--- src/rtl/multiplier_scheduler.sv ---
// multiplier_scheduler
//   Arbitrates two requesters onto a single pipelined Multiplier (fixed
//   LATENCY) and returns each result to its issuing requester, in issue
//   order, with the requester's destination tag attached.
//
//   A tracking pipeline of LATENCY+1 stages follows every issue. Stage 0 is
//   the issue cycle itself, so its valid bit doubles as mul_start. The last
//   stage feeds the response register, which lines up with the Multiplier's
//   output LATENCY edges after it samples the operands.
//
//   Build option:
//     MULTIPLIER_SCHEDULER_ROUND_ROBIN_EN - alternating grant between the
//     two requesters. When it is undefined, requester 0 has fixed priority
//     and no pointer state exists.
module multiplier_scheduler #(
  parameter int WIDTH     = 32,
  parameter int TAG_WIDTH = 5,
  parameter int LATENCY   = 6
) (
  input  logic                 clock,
  input  logic                 reset_n,
  input  logic                 flush,

  input  logic                 req0_valid,
  output logic                 req0_ready,
  input  logic [WIDTH-1:0]     req0_a,
  input  logic [WIDTH-1:0]     req0_b,
  input  logic [TAG_WIDTH-1:0] req0_tag,

  input  logic                 req1_valid,
  output logic                 req1_ready,
  input  logic [WIDTH-1:0]     req1_a,
  input  logic [WIDTH-1:0]     req1_b,
  input  logic [TAG_WIDTH-1:0] req1_tag,

  output logic                 mul_start,
  output logic [WIDTH-1:0]     mul_multiplicand,
  output logic [WIDTH-1:0]     mul_multiplier,
  input  logic [WIDTH-1:0]     mul_result,
  input  logic                 mul_overflow,

  output logic                 resp_valid,
  output logic                 resp_requester,
  output logic [TAG_WIDTH-1:0] resp_tag,
  output logic [WIDTH-1:0]     resp_result,
  output logic                 resp_overflow,

  output logic                 busy
);

  localparam int STAGES = LATENCY + 1;

  logic                 grant0;
  logic                 grant1;
  logic                 fire;
  logic                 fireReq;

  logic [STAGES-1:0]    trackValid;
  logic [STAGES-1:0]    trackReq;
  logic [TAG_WIDTH-1:0] trackTag [STAGES];

  logic                 respValidQ;

`ifdef MULTIPLIER_SCHEDULER_ROUND_ROBIN_EN
  // Points at the requester that wins the next tie.
  logic rrPtr;

  // Grant: pointed requester wins a tie, a lone requester always wins.
  always_comb begin
    // NOTE: defaults first so every path assigns both grants and no latch is inferred.
    grant0 = 1'b0;
    grant1 = 1'b0;
    if (req0_valid && req1_valid) begin
      grant0 = ~rrPtr;
      grant1 = rrPtr;
    end else begin
      grant0 = req0_valid;
      grant1 = req1_valid;
    end
  end

  // Pointer hands the next tie to whichever requester did not just transfer.
  always_ff @(posedge clock or negedge reset_n) begin
    if (!reset_n) begin
      rrPtr <= 1'b0;
    end else if (fire) begin
      rrPtr <= ~fireReq;
    end
  end
`else
  // Fixed priority: requester 0 wins whenever it is valid.
  assign grant0 = req0_valid;
  assign grant1 = req1_valid & ~req0_valid;
`endif

  // Ready is withheld during flush and while reset is asserted.
  assign req0_ready = grant0 & ~flush & reset_n;
  assign req1_ready = grant1 & ~flush & reset_n;

  // At most one ready is high, so it identifies the transferring requester.
  assign fire    = req0_ready | req1_ready;
  assign fireReq = req1_ready;

  // Operand registers: load on transfer, otherwise hold.
  always_ff @(posedge clock or negedge reset_n) begin
    if (!reset_n) begin
      // NOTE: non-blocking assignments so every register samples pre-edge values regardless of statement order.
      mul_multiplicand <= '0;
      mul_multiplier   <= '0;
    end else if (fire) begin
      mul_multiplicand <= fireReq ? req1_a : req0_a;
      mul_multiplier   <= fireReq ? req1_b : req0_b;
    end
  end

  // Tracking valid bits: shift one stage per edge; flush kills every stage.
  always_ff @(posedge clock or negedge reset_n) begin
    if (!reset_n) begin
      trackValid <= '0;
    end else if (flush) begin
      trackValid <= '0;
    end else begin
      trackValid <= {trackValid[STAGES-2:0], fire};
    end
  end

  // Tracking payload: requester and tag travel alongside their valid bit.
  always_ff @(posedge clock) begin
    // NOTE: payload registers carry no reset; the valid bit alone decides whether a stage means anything.
    trackReq    <= {trackReq[STAGES-2:0], fireReq};
    trackTag[0] <= fireReq ? req1_tag : req0_tag;
    for (int i = 1; i < STAGES; i++) begin
      trackTag[i] <= trackTag[i-1];
    end
  end

  // Response valid: one edge past the last tracking stage, suppressed by flush.
  always_ff @(posedge clock or negedge reset_n) begin
    if (!reset_n) begin
      respValidQ <= 1'b0;
    end else begin
      respValidQ <= trackValid[STAGES-1] & ~flush;
    end
  end

  // Response payload registers, aligned with respValidQ.
  always_ff @(posedge clock) begin
    resp_requester <= trackReq[STAGES-1];
    resp_tag       <= trackTag[STAGES-1];
  end

  assign mul_start     = trackValid[0];
  assign busy          = |trackValid;
  assign resp_valid    = respValidQ;
  assign resp_result   = mul_result;
  assign resp_overflow = mul_overflow;

endmodule

--- config.mk ---
export PLATFORM = sky130hd
export DESIGN_NAME = multiplier_scheduler
export DESIGN_NICKNAME = d
export VERILOG_FILES = /design/src/rtl/multiplier_scheduler.sv
export SDC_FILE = /design/constraint.sdc
export NUM_CORES = 1
export LEC_CHECK = 0
export ABC_AREA = 1
export CAP_MARGIN = 20
export CORE_MARGIN = 2
export CORE_UTILIZATION = 30
export CTS_CLUSTER_SIZE = 30
export DETAILED_ROUTE_END_ITERATION = 8
export GPL_TIMING_DRIVEN = 0
export PLACE_DENSITY = 0.64
export SYNTH_ARGS = -nofsm -noshare
export SYNTH_HDL_FRONTEND = slang
export SYNTH_SLANG_ARGS = --single-unit
--- constraint.sdc ---
create_clock -name clock -period 3.3 [get_ports clock]
set_input_delay 0.66 -clock clock [delete_from_list [all_inputs] [get_ports clock]]
set_output_delay 0.66 -clock clock [all_outputs]
set_load 0.01 [all_outputs]
* After elaboration in Yosys (flattened, before gate mapping)
Memory sizes are Yosys's and may differ from the RTL's. A register that Yosys moved wholly into a read port is not among the register bits.
Cells that the tools add are included.
Widths: inputs -> output; s select.
** Cells by class
- Multiplexer cells :: 4
- Bitwise gates (word level) :: 9
- Reduce and logical (&&, ||, !) cells :: 1
** Operator list (count)
- $mux 32 :: 2
- $mux 7 :: 1
- $reduce_or 7->1 :: 1
- $and 1x1->1 :: 6
- $mux 5 :: 1
- $not 1->1 :: 2
- $or 1x1->1 :: 1
** Word-level totals
- Bits in registers :: 80
- RAM bits :: 35
- Input bits :: 176
- Output and inout port bits :: 108
- Word-level logic and storage cells :: 21
- Memories kept :: 1
** Memory list
- trackTag :: words 7, bits a word 5, rd ports 7, clocked after memory_dff 1, write ports 7, RTL line 60 : logic [TAG_WIDTH-1:0] trackTag [STAGES];

* Depth between registers and ports, before layout
Gate-level depths: netlist of run 1.
- Depth after elaboration :: 6
- Depth in mapped cells :: 8
- Depth with buffers taken out :: 6

* Worst setup path before layout of run 1
Ideal clock, no wire load.
- Path kind :: input to output
- Start :: input port flush
- End :: output port req0_ready
- Arrival time :: 1.378 ns
- Data required time :: 2.640 ns
- Setup slack :: 1.262 ns
- Stages :: 5
- Path buffers :: 3
- Path through :: buf_4 -> nand3b_4 -> buf_4 -> buf_2 -> inv_1
** Between the ends
- Cells in the longest elaborated chain, start to end :: 3
** RTL lines
- start: declaration :: RTL line 22 : input logic flush,
- $not 1->1 :: RTL line 97 : assign req0_ready = grant0 & ~flush & reset_n;
- $and 1x1->1 (2 in series) :: RTL line 97
- end: declaration :: RTL line 25 : output logic req0_ready,
Every way passes these cells.

* Final worst setup path of run 1
- Start :: input port req0_valid
- End :: output port req1_ready
** Between the ends
- Cells in the longest elaborated chain, start to end :: 4
** RTL lines
- start: declaration :: RTL line 24 : input logic req0_valid,
- $not 1->1 :: RTL line 93 : assign grant1 = req1_valid & ~req0_valid;
- $and 1x1->1 :: RTL line 93
- $and 1x1->1 (2 in series) :: RTL line 98 : assign req1_ready = grant1 & ~flush & reset_n;
- end: declaration :: RTL line 31 : output logic req1_ready,
Every way passes these cells.

==> qor.txt, run 1 <==
Least-Margin Pin Slew - 0.566 ns
Power Dens Cells - 508 nW/um2
Top cell by count, worst path - clkdlybuf4s50_1
max-cap viol count - 0
Overall Power - 4.46 mW
Yosys reg bits - 120
Max stage delay on crit path - 0.58 ns
final setup vio count - 0
Final TNS setup - 0 ns
Die ar. - 19000 um2
Initial Utilization - 0.309
critical path class - in2out
Post-Syn Nets - 860
RSZ-0062 raised after global routing - no
Multi-input gate area - 1590 um2
Yosys cell types - 15
final period utilization - 0.941
CP Buf/Inv Count - 4
Post-Syn Area per Cell - 7.86 um2
final worst slack - 0.194 ns
via count - 5080
drt pass-1 iters - 7
CP required - 2.64 ns
Placement Setup Slack - -0.177 ns
# Post-CTS Setup Buffers - 0
CTS root buf - clkbuf_16
CTS Sinks - 120
status - finished clean
cells after synthesis - 684
post-route minimum period - 3.11 ns
CTS tree - built
num rows - 48
hpwl dp - 12.2 mm
LEAKAGE - 4.50 nW
post-synthesis sequential area ratio - 0.514
post-synthesis cell area - 5380 um2
Chip Width - 138 um
Slowest cell on crit path - clkdlybuf4s50_1
R2R Setup Slk - 2.65 ns
Clock Path Buffers - 2
Max Slew Vio Count - 0
Peak VDD IR - 351 uV
drt total wl - 16.5 mm
DRC viols - 0
final net count - 1130
CP Launch Type - input port
io pins - 284
Max Clock Skew - 0.00535 ns
fmax - 322 MHz
drt wl/cell - 13.8 um
final hold viol count - 0
CP top delay family - buffers and inverters
Detailed Route Iter0 Violations - 164
Total Routing Usage GR - 0.176
filler cell count - 1750
Area growth syn-to-layout - 63.0%
vias in the first global route - 4969
first-pass GRT wire length - 25.2 mm
GP Congestion - 0.786
Worst-Skew Late Latency - 0.41 ns
H-tree levels - 4
Slew headroom - 0.622
total gr overflow - 0
area of the core - 17400 um2
post-route ant nets - 0
type of the tightest min-delay check - in2async
largest net degree at the start of global routing - 39
register area - 2760 um2
crit-path max FO - 10
Worst Setup End Kind - primary output
Cell Chain, Critical Path - clkdlybuf4s50_1, nor2_4, nand2_2, buf_4, inv_1, clkdlybuf4s50_1
cts bufs inserted - 17
Crit path arrival time - 2.45 ns
antenna violations before repair - 0
vias per inst - 4.26
die height - 138 um
Yosys warnings - 0
ratio of cells with drive above 1 in the final layout - 0.116
diode count - 0
IO buf count - 249
clock-pin slew on the worst setup and hold paths - 0.06 ns
==> final timing paths <==
check                                          start              endpoint  depth (start not counted)
worst max-delay path                      req0_valid            req1_ready                          6
worst min register to register           trackReq[0]           trackReq[1]                          0
worst min-delay path                         reset_n    mul_multiplier[12]                          1
max in group asynchronous                    reset_n    mul_multiplier[17]                          2
min in group clock                       trackReq[0]           trackReq[1]                          0
worst max register to register  mul_multiplicand[10]  mul_multiplicand[10]                          2
==> power breakdown <==
part / switching, mW / internal, mW
sequential: 0.0877 / 1.65
combinational: 0.413 / 0.597
clock: 0.716 / 0.996
==> state kept, by name, indices dropped and copies added (netlist names) <==
signal	cells
mul_multiplicand	32
mul_multiplier	32
resp_requester	1
resp_tag	5
resp_valid	1
trackReq	7
trackTag	35
trackValid	7
==> per-layer routing <==
layer  vias up  track usage  part of all wire
li1       2604            -                 -
met1      2274        0.213              0.41
met2       179        0.298              0.49
met3        23       0.0508             0.081
met4         0       0.0669             0.022
met5         -            0                 0
==> cell usage after synthesis, drive strengths merged <==
library cell | instances | area share
nand3b | 1 | 0.0037
dfrtp | 72 | 0.33
nor2 | 9 | 0.0077
nand4 | 1 | 0.0012
buf | 76 | 0.095
inv | 138 | 0.096
nand2 | 146 | 0.10
nor3 | 1 | 0.00093
nand3 | 192 | 0.18
dfxtp | 48 | 0.18
==> through the flow <==
| step | util | hold WS [ns] | cell area (um2) | cells |
|---|---|---|---|---|
| 2_1_floorplan | - | 0.310 | 5380 | 684 |
| 3_3_place_gp | 0.468 | 0.310 | 8150 | 1158 |
| 3_5_place_dp | 0.469 | 0.312 | 8170 | 1159 |
| 4_1_cts | 0.501 | 0.109 | 8730 | 1191 |
| 5_1_grt | 0.503 | 0.0920 | 8770 | 1192 |
| 6_report | 0.503 | 0.0872 | 8770 | 1192 |
==> layout by cell type, fill, tap and decap left out, types with 3 or more instances in the layout <==
master / count
inv_1: 138
clkinv_4: 3
buf_1: 3
dfrtp_1: 72
nand3_1: 192
clkdlybuf4s50_1: 248
buf_4: 39
dfxtp_1: 48
clkbuf_16: 18
inv_6: 5
buf_6: 6
buf_2: 28
nor2_1: 8
nand2_1: 144
==> what timing repair did <==
action / 4_1_cts / 5_1_grt
hold buffers: 0 / 0
gates resized for setup: 2 / 2
setup endpoints to repair: 1 / 1
gates cloned: 0 / 1
==> kinds of logic (layout without fill, tap and decap cells) <==
kind of cell | Yosys count | count (layout) | share of synthesized area
buffers and inverters | 214 | 497 | 0.191
DFF | 120 | 120 | 0.514
and+or+nand+nor | 350 | 350 | 0.295
==> cell type report <==
class / count / share of cell area
buffer: 76 / 0.0584
tap: 225 / 0.0321
inverter: 138 / 0.0591
multi-input combinational: 350 / 0.181
clock buffer: 18 / 0.0501
timing repair buffer: 251 / 0.291
clock inverter: 14 / 0.0127
sequential: 120 / 0.315
(Power assumes the default switching activity.)
==> run 2: changes to the inputs <==
CORE_MARGIN = 5   (was 2)
==> qor.txt, run 2 (synthesis gave the netlist of run 1 again) <==
Slew headroom - 0.635 (was 0.622)
RSZ-0062 raised after global routing - no (unchanged)
Crit path arrival time - 2.48 ns (was 2.45 ns)
Final TNS setup - 0 ns (unchanged)
Slowest cell on crit path - clkdlybuf4s50_1 (unchanged)
area of the core - 17800 um2 (was 17400 um2)
CP required - 2.64 ns (about the same)
post-route ant nets - 0 (unchanged)
post-route minimum period - 3.14 ns (was 3.11 ns)
Clock Power Share - 0.387 (was 0.384)
Max Clock Skew - 0.00770 ns (was 0.00535 ns)
filler cell count - 1710 (was 1750)
Power Dens Cells - 511 nW/um2 (was 508 nW/um2)
drt total wl - 17.4 mm (was 16.5 mm)
Worst-Skew Late Latency - 0.41 ns (about the same)
fmax - 319 MHz (was 322 MHz)
final worst slack - 0.164 ns (was 0.194 ns)
die height - 144 um (was 138 um)
Initial Utilization - 0.303 (was 0.309)
commonest non-fill, non-tap cell in the layout - clkdlybuf4s50_1 (unchanged)
Flop pwr share - 0.387 (was 0.389)
FF-to-FF Start - mul_multiplicand[5] (was mul_multiplicand[10])
Area growth syn-to-layout - 63.3% (was 63.0%)
clock-pin slew on the worst setup and hold paths - 0.05 ns (was 0.06 ns)
critical path class - in2out (unchanged)
GP Congestion - 0.820 (was 0.786)
crit-path max FO - 10 (unchanged)
max-cap viol count - 0 (unchanged)
CTS root buf - clkbuf_16 (unchanged)
post-route insts no fill - 1196 (was 1192)
Max stage delay on crit path - 0.57 ns (was 0.58 ns)
io pins - 284 (unchanged)
H-tree levels - 4 (unchanged)
CP Launch Type - input port (unchanged)
R2R cell count - 2 (unchanged)
DRC viols - 0 (unchanged)
Chip Width - 144 um (was 138 um)
largest net degree at the start of global routing - 40 (was 39)
Regs by FF count - trackTag (35), mul_multiplicand (32), mul_multiplier (32) (unchanged)
CP Buf/Inv Count - 4 (unchanged)
drt pass-1 iters - 4 (was 7)
drt wl/cell - 14.6 um (was 13.8 um)
placed insts - 1163 (was 1159)
CTS Sinks - 120 (unchanged)
# Post-CTS Setup Buffers - 0 (unchanged)
Peak VDD IR - 344 uV (was 351 uV)
most frequent cells in the layout - clkdlybuf4s50_1 (248), nand3_1 (192), nand2_1 (144), inv_1 (138), dfrtp_1 (72) (unchanged)
IO buf count - 249 (unchanged)
CP top delay family - buffers and inverters (unchanged)
Cell Chain, Critical Path - clkdlybuf4s50_1, nor2_4, nand2_2, buf_4, inv_1, clkdlybuf4s50_1 (unchanged)
worst reg2reg endpoint - mul_multiplicand[5] (was mul_multiplicand[10])
status - finished clean (unchanged)
Max Slew Vio Count - 0 (unchanged)
CTS tree - built (unchanged)
NetSw - 1.22 mW (about the same)
Multi-input gate area - 1590 um2 (unchanged)
Die ar. - 20700 um2 (was 19000 um2)
Least-Margin Pin Slew - 0.548 ns (was 0.566 ns)
first-pass GRT wire length - 26.2 mm (was 25.2 mm)
R2R Setup Slk - 2.65 ns (about the same)
Total Routing Usage GR - 0.163 (was 0.176)
num rows - 49 (was 48)
final net count - 1130 (unchanged)
ratio of cells with drive above 1 in the final layout - 0.115 (was 0.116)
Clock Path Buffers - 2 (unchanged)
hpwl dp - 13.0 mm (was 12.2 mm)
via count - 5109 (was 5080)
Util after Layout - 0.494 (was 0.503)
diode count - 0 (unchanged)
max reg flops - 35 (unchanged)
Detailed Route Iter0 Violations - 200 (was 164)
final setup vio count - 0 (unchanged)
Switching Share - 0.272 (was 0.273)
Worst path depth - 6 (unchanged)
internal power - 3.27 mW (was 3.24 mW)
final hold viol count - 0 (unchanged)
Top cell by count, worst path - clkdlybuf4s50_1 (unchanged)
number of buffers inserted by hold repair at cts - 0 (unchanged)
LEAKAGE - 4.50 nW (about the same)
antenna violations before repair - 0 (unchanged)
vias per inst - 4.27 (was 4.26)
Comb power frac - 0.226 (was 0.227)
Placement Setup Slack - -0.211 ns (was -0.177 ns)
register area - 2760 um2 (unchanged)
vias in the first global route - 4993 (was 4969)
final period utilization - 0.950 (was 0.941)
total gr overflow - 0 (unchanged)
cts bufs inserted - 17 (unchanged)
Most flops, register - trackTag (unchanged)
type of the tightest min-delay check - in2async (unchanged)
Worst Setup End Kind - primary output (unchanged)
[run 2: changes by cell type in the layout (fill, tap and decap cells not counted), sizes merged]
cell      change
clkinvlp      +1
clkinv        -2
clkbuf        +1
[run 2: layer usage]
metal,up-vias,GRT usage,part of all wire
met4,0,0.0590,0.020
met5,-,0,0
met1,2307,0.202,0.40
met3,22,0.0453,0.081
li1,2600,-,-
met2,180,0.274,0.50
[run 2: area by class of cell]
class | count | area share
Buffer | 76 | 0.0583
Clock buffer | 19 | 0.0517
Clock inverter | 13 | 0.0123
Inverter | 138 | 0.0590
Multi-Input combinational cell | 350 | 0.181
Sequential cell | 120 | 0.315
Tap cell | 229 | 0.0326
Timing Repair Buffer | 251 | 0.291
[run 2: timing repair]
item | in CTS | in global routing
gates cloned | 0 | 1
resized for setup | 2 | 2
endpoints found under the setup margin | 1 | 1
[run 2: power groups by stage]
stage / combinational, mW / clock (mW) / sequential [mW]
final: 1.01 / 1.74 / 1.74
after global routing: 1.10 / 1.84 / 1.76
after CTS: 1.02 / 1.78 / 1.74
after detailed placement: 1.02 / 0 / 1.76
after global placement: 1.01 / 0 / 1.76
after floorplan: 0.310 / 0 / 1.83
[run 2: through the flow]
step                cell area, um2  hold slack, ns  total power [mW]
floorplan                     5380           0.310              2.14
CTS                           8740           0.120              4.54
detailed placement            8180           0.312              2.78
global route                  8780          0.0954              4.70
finish                        8780          0.0983              4.49
global placement              8160           0.310              2.77
[run 2: worst max path at each step]
stage,startpoint,endpoint,slack (ns)
3_5_place_dp,reset_n,req1_ready,-0.21
4_1_cts,reset_n,req1_ready,0.004
6_report,req0_valid,req1_ready,0.16
3_3_place_gp,reset_n,req1_ready,-2.69
5_1_grt,reset_n,req1_ready,0.07
2_1_floorplan,flush,req0_ready,1.26
==> run 3: changes to the inputs <==
SKIP_LAST_GASP = 1   (was unset)
==> results of run 3 <==
Same layout as run 2: the final DEF is identical, and so are final timing and power.
